`src/rtl/clock_div_pkg.sv`:
```
// Shared types and constants for the multi-channel clock/tick divider.
// Build option: define CLKDIV_SYNC_EN to add the global phase-align input.
package clock_div_pkg;

    localparam int DIV_W_DEFAULT     = 32;
    localparam int DEFAULT_DIV_500MS = 25000000;

    typedef logic [DIV_W_DEFAULT-1:0] div_t;

    // Select width for a channel index; never narrower than one bit
    function automatic int clog2(input int n);
        int w;
        w = 1;
        while ((1 << w) < n) begin
            w++;
        end
        return w;
    endfunction

endpackage

```
`src/rtl/clock_div_ch.sv`:
```
// One divider channel: half-period counter with registered tick and square-wave outputs.
// Build option: CLKDIV_SYNC_EN adds a sync input that clears counter and clk_out.
module clock_div_ch
    import clock_div_pkg::*;
#(
    parameter int   DIV_W       = DIV_W_DEFAULT,
    parameter div_t DEFAULT_DIV = div_t'(DEFAULT_DIV_500MS)
) (
    input  logic             clk,
    input  logic             rst,
    input  logic             en,
    input  logic             wr,
    input  logic [DIV_W-1:0] wr_div,
`ifdef CLKDIV_SYNC_EN
    input  logic             sync,
`endif
    output logic             tick,
    output logic             clk_out
);

    logic [DIV_W-1:0] div_q;
    logic [DIV_W-1:0] cnt_q;
    logic             tick_q;
    logic             clk_out_q;
    logic             terminal;

    // div_q is never zero, so div_q-1 cannot wrap
    assign terminal = (cnt_q == (div_q - DIV_W'(1)));

    // A write takes priority over counting, so a terminal count on the
    // load cycle is swallowed; sync (when built) overrides both.
    always_ff @(posedge clk or posedge rst) begin
        if (rst) begin
            div_q     <= DIV_W'(DEFAULT_DIV);
            cnt_q     <= '0;
            tick_q    <= 1'b0;
            clk_out_q <= 1'b0;
        end else begin
            tick_q <= 1'b0;
            if (wr) begin
                div_q <= (wr_div == '0) ? DIV_W'(1) : wr_div;
                cnt_q <= '0;
            end else if (en) begin
                if (terminal) begin
                    cnt_q     <= '0;
                    tick_q    <= 1'b1;
                    clk_out_q <= ~clk_out_q;
                end else begin
                    cnt_q <= cnt_q + DIV_W'(1);
                end
            end
`ifdef CLKDIV_SYNC_EN
            if (sync) begin
                cnt_q     <= '0;
                tick_q    <= 1'b0;
                clk_out_q <= 1'b0;
            end
`endif
        end
    end

    assign tick    = tick_q;
    assign clk_out = clk_out_q;

endmodule

```
`src/rtl/clock_div_multi.sv`:
```
// Multi-channel programmable divider: load decode, per-channel instances, write handshake.
// Build option: CLKDIV_SYNC_EN adds the sync port that phase-aligns all channels.
module clock_div_multi
    import clock_div_pkg::*;
#(
    parameter int   NUM_CH      = 4,
    parameter int   DIV_W       = DIV_W_DEFAULT,
    parameter div_t DEFAULT_DIV = div_t'(DEFAULT_DIV_500MS),
    localparam int  CH_W        = clog2(NUM_CH)
) (
    input  logic              clk,
    input  logic              rst,
    input  logic [NUM_CH-1:0] en,
    input  logic              load,
    input  logic [CH_W-1:0]   load_ch,
    input  logic [DIV_W-1:0]  load_div,
`ifdef CLKDIV_SYNC_EN
    input  logic              sync,
`endif
    output logic              load_ack,
    output logic              load_err,
    output logic [NUM_CH-1:0] tick,
    output logic [NUM_CH-1:0] clk_out
);

    logic              ch_valid;
    logic [NUM_CH-1:0] wr_vec;
    logic              load_ack_q;
    logic              load_err_q;

    assign ch_valid = (int'(load_ch) < NUM_CH);

    // Out-of-range writes reach no channel and only raise load_err
    always_ff @(posedge clk or posedge rst) begin
        if (rst) begin
            load_ack_q <= 1'b0;
            load_err_q <= 1'b0;
        end else begin
            load_ack_q <= load && ch_valid;
            load_err_q <= load && !ch_valid;
        end
    end

    assign load_ack = load_ack_q;
    assign load_err = load_err_q;

    for (genvar i = 0; i < NUM_CH; i++) begin : g_ch
        assign wr_vec[i] = load && ch_valid && (load_ch == CH_W'(i));

        clock_div_ch #(
            .DIV_W       (DIV_W),
            .DEFAULT_DIV (DEFAULT_DIV)
        ) u_ch (
            .clk     (clk),
            .rst     (rst),
            .en      (en[i]),
            .wr      (wr_vec[i]),
            .wr_div  (load_div),
`ifdef CLKDIV_SYNC_EN
            .sync    (sync),
`endif
            .tick    (tick[i]),
            .clk_out (clk_out[i])
        );
    end

endmodule

```
`config.mk`:
```
export PLATFORM = sky130hd
export DESIGN_NAME = clock_div_multi
export DESIGN_NICKNAME = d
export VERILOG_FILES = /design/src/rtl/clock_div_pkg.sv /design/src/rtl/clock_div_ch.sv /design/src/rtl/clock_div_multi.sv
export SDC_FILE = /design/constraint.sdc
export NUM_CORES = 1
export LEC_CHECK = 0
export ABC_AREA = 0
export BUFFER_PORTS_ARGS = -buffer_cell sky130_fd_sc_hd__buf_4
export CAP_MARGIN = 20
export CORE_MARGIN = 4
export CORE_UTILIZATION = 30
export CTS_BUF_LIST = sky130_fd_sc_hd__clkbuf_8
export CTS_CLUSTER_SIZE = 12
export DETAILED_ROUTE_END_ITERATION = 16
export GPL_ROUTABILITY_DRIVEN = 1
export REMOVE_ABC_BUFFERS = 1
export SYNTH_ARGS = -nofsm -noshare
export SYNTH_HDL_FRONTEND = slang
export SYNTH_SLANG_ARGS = --single-unit
```
`constraint.sdc`:
```
create_clock -name clk -period 19.6 [get_ports clk]
set_clock_uncertainty 0.15 [all_clocks]
set_input_delay 0.98 -clock clk [delete_from_list [all_inputs] [get_ports clk]]
set_output_delay 0.98 -clock clk [all_outputs]
set_load 0.02 [all_outputs]
```
==> results.py <==
metrics = {
    "run_status": {
        "status": "finished clean",
    },
    "floorplan": {
        "rows": 87,
        "core_um2": 56800,
        "die_area_um2": 61800,
        "die_h_um": 249,
        "fp.dieW_um": 249,
        "num_io_pins": 51,
        "floorplan.initialDensity": 0.305,
    },
    "route": {
        "drt-pass1-iter-count": 5,
        "drt_iter0_markers": 1067,
        "route.vias.total": 14900,
        "wirelength_mm": 49.0,
        "drc": 0,
        "ant_nets": 0,
        "wl_per_cell_um": 17.8,
        "vias_per_cell": 5.42,
    },
    "placed_design": {
        "portBuffers": 49,
        "gp_congestion": 0.910,
        "dp.cells": 2660,
        "place.detailed.hpwl_mm": 34.5,
        "place_area_um2": 18300,
    },
    "final_layout": {
        "ff_latch_area_um2": 6690,
        "final_nets": 2002,
        "stdcell_area_um2": 19200,
        "stdcell_count": 2750,
        "drive_above_1_share": 0.165,
        "multi_input_area_um2": 9910,
        "fillers": 5965,
        "syn_to_final_growth_pct": 10.8,
    },
    "global_routing": {
        "track_usage": 0.151,
        "grt_overflow": 0,
        "grt_pass1_wl_mm": 78.5,
        "antenna_found_initial": 3,
        "grt_start_max_net_pins": 74,
        "grt_pass1_vias": 14300,
    },
    "yosys": {
        "synth_edf_count": 0,
        "synth_area_um2": 17400,
        "postSynth.asyncResetShare": 1.00,
        "yosys_warnings": 0,
        "syn_inst": 1968,
        "synthDistinctLibCells": 85,
        "ys_seq_elements": 265,
        "syn_avg_cell_area_um2": 8.82,
        "synth_flop_cell": "dfrtp_1",
        "ys_seq_area_frac": 0.385,
    },
    "timing": {
        "slew_violations": 0,
        "setup_viol": 0,
        "max_slew_margin": 0.317,
        "max_freq_mhz": 221,
        "min_period_ns": 4.52,
        "holdWs_ns": 0.279,
        "finalCritPeriodShare": 0.231,
        "worst_pin_slew_ns": 1.03,
        "hold_viol": 0,
        "final.setup.tns_ns": 0,
        "rsz0062_at_grt": "false",
    },
    "power": {
        "p_per_area_nw_per_um2": 81.0,
        "vdd_drop_max_uv": 46.4,
        "leakage_uw": 0.00750,
    },
    "critical_path": {
        "path_buf_inv": 0,
        "path_cells": "nor4_1 -> nand4_1 -> nor3_1 -> xnor2_1 -> or4_1 -> nor4b_1 -> a21o_1 -> o22ai_1 -> a21o_1",
        "cp.arrival_ns": 4.86,
        "cp-end-kind": "flop",
        "cp_top_family": "simple AND/OR/NAND/NOR gates",
        "crit_path_max_incr_delay_ns": 0.81,
        "critPathRequiredTime_ns": 19.94,
        "cp_max_fo": 31,
        "startpoint_type": "flop",
        "worst_path_max_delay_cell": "a21o_1",
        "crit_path_frequent_cell": "a21o_1",
        "crit_type": "flop to flop",
    },
    "clocking": {
        "post_cts_resized": 0,
        "cts_setup_buffers": 0,
        "htreeDepth": 2,
        "cts_hold_buf": 0,
        "cts_root_buffer": "clkbuf_8",
        "cts.sinks": 265,
        "cts_tree": "yes",
        "cts_made_buffers": 47,
        "cts.clk_slew.worst_paths_ns": 0.06,
        "clock_path_buffers": 3,
        "clk_latency_ns": 0.60,
    },
    "min_path": {
        "hold_path.class": "input pin to asynchronous set/reset pin",
    },
    "run": {
        "cap_violations": 0,
    },
}
## path summary, 6_finish.rpt
kind                                                          from                            endpoint  slack (ns)  cells past startpoint
worst max-delay path            g_ch[0].u_ch.div_q[10]$_DFFE_PP0P_  g_ch[0].u_ch.cnt_q[17]$_DFFE_PP0P_       15.08                      9
worst min-delay path                                           rst                  load_ack$_DFF_PP0_        0.28                      2
worst max register to register  g_ch[0].u_ch.div_q[10]$_DFFE_PP0P_  g_ch[0].u_ch.cnt_q[17]$_DFFE_PP0P_       15.08                      9
worst min register to register    g_ch[0].u_ch.clk_out$_DFFE_PP0P_    g_ch[0].u_ch.clk_out$_DFFE_PP0P_        0.32                      1
max in group asynchronous                                      rst   g_ch[0].u_ch.div_q[0]$_DFFE_PP0P_       16.99                      4
min in group clk                  g_ch[0].u_ch.clk_out$_DFFE_PP0P_    g_ch[0].u_ch.clk_out$_DFFE_PP0P_        0.32                      1
## metal layers
layer / vias to the layer above / global-route usage / wire (um) / part of all wire
li1: 7135 / - / - / -
met1: 7290 / 0.217 / 22900 / 0.47
met2: 381 / 0.232 / 21600 / 0.44
met3: 86 / 0.0359 / 3530 / 0.072
met4: 4 / 0.0322 / 852 / 0.017
met5: - / 0.00927 / 85 / 0.0017
## Yosys cell counts, types with 12 or more instances
| master | instances | area, um^2 |
|---|---|---|
| o21ai_0 | 78 | 390 |
| xor2_1 | 91 | 797 |
| or2_2 | 15 | 93.8 |
| mux2_2 | 97 | 1090 |
| nor3_1 | 69 | 345 |
| nand3_1 | 106 | 531 |
| o311ai_0 | 23 | 201 |
| or3_1 | 33 | 206 |
| a31oi_1 | 25 | 156 |
| nand2b_1 | 17 | 106 |
| nand4_1 | 70 | 438 |
| nor2_1 | 126 | 473 |
| dfstp_2 | 48 | 1260 |
| clkbuf_1 | 93 | 349 |
| dfrtp_1 | 217 | 5430 |
| inv_1 | 56 | 210 |
| mux2i_1 | 18 | 180 |
| nor4_1 | 54 | 338 |
| a211oi_1 | 22 | 165 |
| nor2b_1 | 12 | 75.1 |
| o22ai_1 | 13 | 81.3 |
| xnor2_1 | 97 | 850 |
| and3_1 | 37 | 231 |
| a21oi_1 | 38 | 190 |
| nand2_1 | 245 | 920 |
| or4_1 | 19 | 143 |
| buf_2 | 16 | 80.1 |
| and4_1 | 15 | 131 |
| a22o_1 | 23 | 201 |
## registers in the layout, indices dropped and copies added, names as in the netlist
| name | flops |
|---|---|
| g_ch.u_ch.clk_out | 4 |
| g_ch.u_ch.tick | 4 |
| g_ch.u_ch.div_q | 128 |
| load_ack | 1 |
| g_ch.u_ch.cnt_q | 128 |
## cells in the final DEF, fill, tap and decap left out, types with 37 or more instances in the layout
cell type / n
dfrtp_1: 217
buf_4: 66
nand3_1: 106
mux2_2: 97
nand2_1: 245
nor2_1: 126
inv_1: 78
a21oi_1: 37
nor3_1: 69
dfstp_2: 48
nor4_1: 54
xnor2_1: 97
nand4_1: 70
clkbuf_8: 60
o21ai_0: 78
xor2_1: 91
## cells by family after synthesis
group,after synthesis,synth area share
and+or+nand+nor,880,0.265
AOI/OAI and AO/OA,324,0.131
DFF,265,0.385
xor gates and xnor gates,188,0.0949
buffers and inverters,187,0.0444
muxes,115,0.0733
adders and majority gates,8,0.00577
other,1,0.000216
## metrics by stage
stage / utilization / setup slack (ns) / power, uW
after floorplan: - / 11.25 / 937
after global placement: 0.321 / 15.31 / 1030
after detailed placement: 0.322 / 15.18 / 1040
after CTS: 0.338 / 15.16 / 1570
after global routing: 0.338 / 14.71 / 1650
final: 0.338 / 15.08 / 1560
## power by group
group	leakage, uW	internal, uW	total [uW]	switching (uW)
Combinational	0.00358	146	321	174
Sequential	0.00335	619	716	96.7
Clock	0.000570	274	522	248
## area by class of cell
| cell class | count | area share |
|---|---|---|
| timing repair buffer | 67 | 0.0266 |
| clock buffer | 60 | 0.0430 |
| sequential | 265 | 0.348 |
| tap | 756 | 0.0492 |
| clock inverter | 28 | 0.00612 |
| antenna | 2 | 0.000260 |
| inverter | 56 | 0.0113 |
| multi-input combinational | 1516 | 0.516 |
(Power assumes the default switching activity.)
